### src/rtl/pipe_pkg.sv
// Shared helpers for the elastic pipeline chain.
package pipe_pkg;

  // Width needed to count 0..depth inclusive; never narrower than one bit.
  function automatic int cnt_width(input int depth);
    return (depth < 1) ? 1 : $clog2(depth + 1);
  endfunction

endpackage

### src/rtl/pipe_slot.sv
// One elastic pipeline stage: a valid bit and a payload register with load/hold,
// synchronous flush and synchronous active-low reset.
module pipe_slot
  import pipe_pkg::*;
#(
  parameter int WIDTH = 32
) (
  input  logic             clk_i,
  input  logic             i_rst_n,
  input  logic             i_flush,
  input  logic             i_load,
  input  logic             i_prev_valid,
  input  logic [WIDTH-1:0] i_prev_data,
  output logic             o_valid,
  output logic [WIDTH-1:0] o_data,
  output logic             o_nxt_valid
);

  logic             r_valid;
  logic [WIDTH-1:0] r_data;
  logic             w_nxt_valid;

  // Next valid is exported so the parent can count occupancy without re-deriving it.
  always_comb begin
    w_nxt_valid = r_valid;
    if (!i_rst_n) begin
      w_nxt_valid = 1'b0;
    end else if (i_flush) begin
      w_nxt_valid = 1'b0;
    end else if (i_load) begin
      w_nxt_valid = i_prev_valid;
    end else begin
      w_nxt_valid = r_valid;
    end
  end

  // Valid register follows the precomputed next state.
  always_ff @(posedge clk_i) begin
    r_valid <= w_nxt_valid;
  end

  // Payload only moves with a real beat so bubbles leave stale data untouched.
  always_ff @(posedge clk_i) begin
    if (!i_rst_n) begin
      r_data <= '0;
    end else if (!i_flush && i_load && i_prev_valid) begin
      r_data <= i_prev_data;
    end else begin
      r_data <= r_data;
    end
  end

  assign o_valid     = r_valid;
  assign o_data      = r_data;
  assign o_nxt_valid = w_nxt_valid;

endmodule

### src/rtl/pipe_stage_chain.sv
// Elastic pipeline of DEPTH valid/data stages with combinational back-pressure,
// global stall (en) and synchronous flush; tracks a registered occupancy count.
module pipe_stage_chain
  import pipe_pkg::*;
#(
  parameter  int WIDTH = 32,
  parameter  int DEPTH = 2,
  localparam int CNT_W = cnt_width(DEPTH)
) (
  input  logic             clk_i,
  input  logic             reset,
  input  logic             en,
  input  logic             flush,
  input  logic             in_valid,
  input  logic [WIDTH-1:0] in_data,
  output logic             in_ready,
  output logic             out_valid,
  output logic [WIDTH-1:0] out_data,
  input  logic             out_ready,
  output logic [CNT_W-1:0] occupancy
);

  logic [DEPTH-1:0] w_valid;
  logic [DEPTH-1:0] w_nxt_valid;
  logic [DEPTH-1:0] w_rdy;
  logic [DEPTH-1:0] w_prev_valid;
  logic [WIDTH-1:0] w_data      [DEPTH];
  logic [WIDTH-1:0] w_prev_data [DEPTH];
  logic [CNT_W-1:0] w_cnt;
  logic [CNT_W-1:0] r_occupancy;
  logic             w_tail_full;

  // Stage k can advance when any stage from k to the output is empty or the output drains.
  always_comb begin
    w_tail_full = 1'b1;
    w_rdy       = '0;
    for (int k = DEPTH - 1; k >= 0; k--) begin
      w_tail_full = w_tail_full & w_valid[k];
      w_rdy[k]    = ~w_tail_full | out_ready;
    end
  end

  // Each stage is fed by its predecessor; stage 0 is fed by the upstream port.
  always_comb begin
    w_prev_valid    = '0;
    w_prev_valid[0] = in_valid;
    w_prev_data[0]  = in_data;
    for (int k = 1; k < DEPTH; k++) begin
      w_prev_valid[k] = w_valid[k-1];
      w_prev_data[k]  = w_data[k-1];
    end
  end

  for (genvar k = 0; k < DEPTH; k++) begin : g_slot
    pipe_slot #(
      .WIDTH(WIDTH)
    ) u_slot (
      .clk_i       (clk_i),
      .i_rst_n     (reset),
      .i_flush     (flush),
      .i_load      (en & ~flush & w_rdy[k]),
      .i_prev_valid(w_prev_valid[k]),
      .i_prev_data (w_prev_data[k]),
      .o_valid     (w_valid[k]),
      .o_data      (w_data[k]),
      .o_nxt_valid (w_nxt_valid[k])
    );
  end

  // Popcount of next-state valid bits; bounded by DEPTH by construction.
  always_comb begin
    w_cnt = '0;
    for (int k = 0; k < DEPTH; k++) begin
      w_cnt = w_cnt + CNT_W'(w_nxt_valid[k]);
    end
  end

  // Occupancy register.
  always_ff @(posedge clk_i) begin
    if (!reset) begin
      r_occupancy <= '0;
    end else begin
      r_occupancy <= w_cnt;
    end
  end

  assign in_ready  = w_rdy[0] & en & ~flush & reset;
  assign out_valid = w_valid[DEPTH-1] & en & ~flush;
  assign out_data  = w_data[DEPTH-1];
  assign occupancy = r_occupancy;

endmodule
### config.mk
export PLATFORM = sky130hd
export DESIGN_NAME = pipe_stage_chain
export DESIGN_NICKNAME = d
export VERILOG_FILES = /design/src/rtl/pipe_pkg.sv /design/src/rtl/pipe_slot.sv /design/src/rtl/pipe_stage_chain.sv
export SDC_FILE = /design/constraint.sdc
export NUM_CORES = 1
export LEC_CHECK = 0
export BUFFER_PORTS_ARGS = -buffer_cell sky130_fd_sc_hd__buf_2
export CORE_ASPECT_RATIO = 0.8
export CORE_MARGIN = 2
export CORE_UTILIZATION = 40
export DETAILED_ROUTE_END_ITERATION = 10
export PLACE_DENSITY_LB_ADDON = 0.12
export SYNTH_ARGS = -nofsm -noshare
export SYNTH_HDL_FRONTEND = slang
export SYNTH_SLANG_ARGS = --single-unit
export TNS_END_PERCENT = 50
### constraint.sdc
create_clock -name clk_i -period 3.1 [get_ports clk_i]
set_input_delay 0.93 -clock clk_i [delete_from_list [all_inputs] [get_ports clk_i]]
set_output_delay 0.93 -clock clk_i [all_outputs]
set_load 0.005 [all_outputs]
==> impl_metrics.yaml, run 1 <==
finish:
  syn_to_final_growth_pct: 23.8
  diodes: 0
  drive_gt1_frac: 0.285
  n_fill_cell: 611
  nets: 371
sta:
  fmax_ghz: 0.397
  finalClockSkew_ns: 0.00652
  setup-tns-final_ns: 0
  final.setup.worst_slack_ns: 0.580
  worst_slew_pin_slew_ns: 0.906
  fin_crit_ns: 2.52
  post-route-period-util: 0.813
  relSlewSlack: 0.396
  finalHoldViolations: 0
  finalSetupViolations: 0
  rsz0062_at_grt: "false"
  drv_slew: 0
grt:
  grt_use_total: 0.152
  grt_pass1_wl_um: 8340
  gr-total-overflow: 0
  antenna_found_initial: 0
  first_global_vias: 1880
  grt_max_degree: 99
cts:
  clock-root-buffer: "clkbuf_8"
  worstSkewPairLatency_ns: 0.34
  cts_made_buffers: 9
  h-tree-depth: 3
  post_cts_resized: 0
  postCtsSetupRepairBufs: 0
  clkSinkCount: 68
  cts_buffer_depth: 2
  cts_tree: "built"
  cts_hold_buf: 0
  clk_pin_slew_ns: 0.07
logic_synthesis:
  synth_top_cell_area_share: 0.525
  syn_area_per_cell_um2: 9.90
  synth_area_leaders: "dfxtp_1 (52%), mux2i_1 (25%), nand2_1 (14%)"
  synth_seq_cells: 68
  synthDistinctLibCells: 22
  yosysTopAreaCell: "dfxtp_1"
  synth_area_um2: 2590
  yosysSeqAreaShare: 0.525
  ys_warn_count: 0
  synth_cells: 262
  syn_nets: 301
detailed_routing:
  drt_wl_total_um: 4950
  drcViolationCount: 0
  wl_per_cell_um: 11.8
  drt_iter0_drc: 58
  antenna_left: 0
  drt-pass1-iter-count: 4
  drt-vias-per-instance: 4.53
  num_vias: 1907
floorplan:
  start_util: 0.409
  dieArea_um2: 7150
  rows: 26
  top_level_ports: 74
  die_w_um: 94.1
  core-area_um2: 6340
  die_h_um: 76.0
power:
  power_leakage_nw: 1.33
  ir_drop_uv: 401
  powerDensity_nw_per_um2: 557
critical_path:
  crit_type: "in2out"
  cp.required_ns: 2.17
  cp-start-kind: "primary input"
  reg2reg_slack_ns: 1.44
  end_kind: "output pin"
  crit_arrival_ns: 1.59
  cp_max_fo: 4
placement:
  place_hpwl_um: 3030
  io_buffers: 73
  gp_congestion: 0.732
  dp_slack_ns: 0.576
status:
  status: "finished, final reports clean"
flow_run:
  maxCapViolations: 0
hold_path:
  hold_class: "reg2reg"
## through the flow
| step | hold WS (ns) | instance area (µm²) | power (mW) | util | cells |
|---|---|---|---|---|---|
| 5_1_grt | 0.477 | 3210 | 1.87 | 0.507 | 421 |
| 6_report | 0.456 | 3210 | 1.79 | 0.507 | 421 |
| 3_5_place_dp | 0.444 | 2990 | 1.01 | 0.471 | 405 |
| 4_1_cts | 0.460 | 3210 | 1.83 | 0.507 | 421 |
| 2_1_floorplan | 0.443 | 2590 | 0.974 | - | 262 |
| 3_3_place_gp | 0.439 | 2990 | 1.01 | 0.471 | 405 |
## Yosys cell counts (all sizes together)
cell and number:
a22oi 1, dfxtp 68, and2 2, a211oi 2
nor2 1, nand2b 1, o21ai 1, nor4 1
nor2b 1, inv 2, ha 1, nand2 98
clkbuf 8, mux2i 64, buf 9, nor3b 1
a21oi 1
## state kept, by name, indices dropped and copies added, names as in the netlist
name,count
g_slot.u_slot.o_data,64
g_slot.u_slot.o_valid,2
occupancy,2
## layer usage
metal	global-route usage	vias up	share of wire
li1	-	996	-
met1	0.172	853	0.46
met2	0.246	51	0.45
met3	0.0811	7	0.078
met4	0.0522	0	0.013
met5	0	-	0
## critical path, cell delays in order
cell and delay [ns]:
buf_2 0.14, nand2b_1 0.18, a211oi_1 0.20, buf_2 0.14
## layout by cell type, fill, tap and decap left out
cell type / instances
a211oi_1: 1
a211oi_4: 1
a21oi_1: 1
a22oi_1: 1
and2_1: 2
buf_2: 73
buf_4: 3
bufinv_16: 2
clkbuf_8: 10
clkinv_2: 1
clkinvlp_4: 3
dfxtp_1: 68
ha_1: 1
inv_1: 1
inv_2: 1
mux2i_1: 64
nand2_1: 98
nand2b_1: 1
nor2_1: 1
nor2b_2: 1
nor3b_1: 1
nor4_4: 1
o21ai_0: 1
## cell type report
| cell class | count | area (µm²) | share of cell area |
|---|---|---|---|
| Tap cell | 84 | 105 | 0.0327 |
| Timing Repair Buffer | 76 | 388 | 0.121 |
| Clock buffer | 10 | 138 | 0.0428 |
| Sequential cell | 68 | 1360 | 0.424 |
| Multi-Input combinational cell | 175 | 1130 | 0.350 |
| Clock inverter | 6 | 87.6 | 0.0273 |
| Inverter | 2 | 7.51 | 0.00234 |
## report_power, final
part / internal (mW) / switching (mW) / leakage [nW]
registers: 0.889 / 0.00437 / 0.550
logic: 0.0408 / 0.0530 / 0.679
clock network: 0.473 / 0.331 / 0.105
total: 1.40 / 0.388 / 1.33
## final timing paths
check                                  start                           to  depth (start not counted)
setup / recovery                       flush                     in_ready                          4
hold / removal    g_slot[1].u_slot.o_data[6]   g_slot[1].u_slot.o_data[6]                          2
setup reg to reg    g_slot[0].u_slot.o_valid  g_slot[1].u_slot.o_data[18]                          4
hold reg to reg   g_slot[1].u_slot.o_data[6]   g_slot[1].u_slot.o_data[6]                          2
## cell families (layout without fill, tap and decap cells)
kind of cell | Yosys count | after routing | share of synthesized area
muxes | 64 | 64 | 0.247
adders and majority gates | 1 | 1 | 0.00482
DFF | 68 | 68 | 0.525
buffers and inverters | 19 | 94 | 0.0415
AOI/OAI and AO/OA | 5 | 5 | 0.0174
and+or+nand+nor | 105 | 105 | 0.165
No activity file was read; power rests on OpenSTA's default activity.
==> inputs of run 2 (changes only) <==
==> constraint.sdc (replaced) <==
create_clock -name clk_i -period 2.3 [get_ports clk_i]
set_input_delay 0.69 -clock clk_i [delete_from_list [all_inputs] [get_ports clk_i]]
set_output_delay 0.69 -clock clk_i [all_outputs]
set_load 0.005 [all_outputs]
==> run 2 against run 1 <==
Compared with the run above: design area increased by 1.5%; first-iteration DRC count shrank 1.7%; largest cell class unchanged; clock power rose by 39%; hold slack got worse by 0.00075 ns; die area did not move.
==> impl_metrics.yaml, run 2 (synthesized netlist as in run 1, its figures left out) <==
detailed_routing:
  num_vias: 1914
  wl_per_cell_um: 12.1
  drt_iter0_drc: 57
  drt-vias-per-instance: 4.55
  drcViolationCount: 0
  antenna_left: 0
  drt-pass1-iter-count: 4
  drt_wl_total_um: 5090
grt:
  gr-total-overflow: 0
  met3_usage: 0.0673
  grt_use_total: 0.161
  busiest_layer: "met2"
  met2_usage: 0.266
  use_met1: 0.185
  antenna_found_initial: 0
  grt_pass1_wl_um: 8970
  first_global_vias: 1979
  grt_max_degree: 99
floorplan:
  dieArea_um2: 7150
  core-area_um2: 6340
  die_w_um: 94.1
  start_util: 0.409
  die_h_um: 76.0
  top_level_ports: 74
  rows: 26
sta:
  relSlewSlack: 0.735
  drv_slew: 0
  fin_crit_ns: 2.05
  finalClockSkew_ns: 0.00734
  worst_slew_pin_slew_ns: 0.398
  rsz0062_at_grt: "false"
  setup-tns-final_ns: 0
  final.setup.worst_slack_ns: 0.254
  finalHoldViolations: 0
  finalSetupViolations: 0
  fmax_ghz: 0.489
  post-route-period-util: 0.890
placement:
  placed_cell_area_um2: 3030
  place_hpwl_um: 3110
  dpl.cell_count: 405
  io_buffers: 73
  gp_congestion: 0.745
  dp_slack_ns: 0.251
cts:
  cts_made_buffers: 9
  clk_pin_slew_ns: 0.07
  cts_tree: "built"
  cts_buffer_depth: 2
  worstSkewPairLatency_ns: 0.34
  h-tree-depth: 3
  post_cts_resized: 0
  cts_hold_buf: 0
  clock-root-buffer: "clkbuf_8"
  postCtsSetupRepairBufs: 0
  clkSinkCount: 68
finish:
  n_fill_cell: 623
  diodes: 0
  stdcell_count: 421
  layout_common_cells: "nand2_1 (98), buf_2 (73), dfxtp_1 (68)"
  drive_gt1_frac: 0.285
  largest_register_ffs: 64
  nets: 371
  syn_to_final_growth_pct: 25.7
  fin_area_um2: 3260
  fin_util: 0.514
  final_common_cell: "nand2_1"
power:
  ir_drop_uv: 347
  power_leakage_nw: 1.35
  powerDensity_nw_per_um2: 754
critical_path:
  cp-start-kind: "primary input"
  crit_type: "in2out"
  cpPeakStageDelay_ns: 0.20
  crit_slowest_cell: "a211oi_1"
  crit_chain: "buf_2, nand2b_1, a211oi_1, buf_2"
  crit_top_cell: "buf_2"
  cp_max_fo: 4
  crit_arrival_ns: 1.36
  end_kind: "output pin"
  cp.required_ns: 1.61
hold_path:
  hold_class: "reg2reg"
flow_run:
  maxCapViolations: 0
status:
  status: "finished, final reports clean"
-- run 2: where the power goes --
part | switching, mW | internal [mW]
logic | 0.0734 | 0.0591
registers | 0.00589 | 1.20
clock network | 0.450 | 0.671
total | 0.529 | 1.93
-- run 2: path summary, 6_finish.rpt --
path	start	slack (ns)	end	depth (start not counted)
worst min register to register	g_slot[1].u_slot.o_data[27]	0.46	g_slot[1].u_slot.o_data[27]	2
worst max-delay path	flush	0.25	in_ready	4
worst max register to register	g_slot[1].u_slot.o_valid	0.78	occupancy[0]	5
worst min-delay path	g_slot[1].u_slot.o_data[27]	0.46	g_slot[1].u_slot.o_data[27]	2
-- run 2: cell type report --
type | count | area (µm²) | share of cell area
Tap cell | 84 | 105 | 0.0322
Inverter | 2 | 7.51 | 0.00230
Clock inverter | 5 | 83.8 | 0.0257
Sequential cell | 68 | 1360 | 0.417
Timing Repair Buffer | 76 | 425 | 0.130
Multi-Input combinational cell | 175 | 1130 | 0.345
Clock buffer | 11 | 151 | 0.0464
-- run 2: layer usage --
layer | vias to the layer above | share of wire
li1 | 993 | -
met1 | 865 | 0.45
met2 | 47 | 0.47
met3 | 9 | 0.069
met4 | 0 | 0.015
met5 | - | 0
-- run 2: worst max-delay path, delay by kind of cell --
family | cells | cell delay (ns)
AOI/OAI and AO/OA | 1 | 0.20
buffers and inverters | 2 | 0.28
and+or+nand+nor | 1 | 0.18
-- run 2: metrics by stage --
stage	hold slack (ns)	total power [mW]
6_report	0.455	2.46
2_1_floorplan	0.443	1.31
4_1_cts	0.460	2.51
5_1_grt	0.477	2.57
3_3_place_gp	0.440	1.36
3_5_place_dp	0.444	1.37
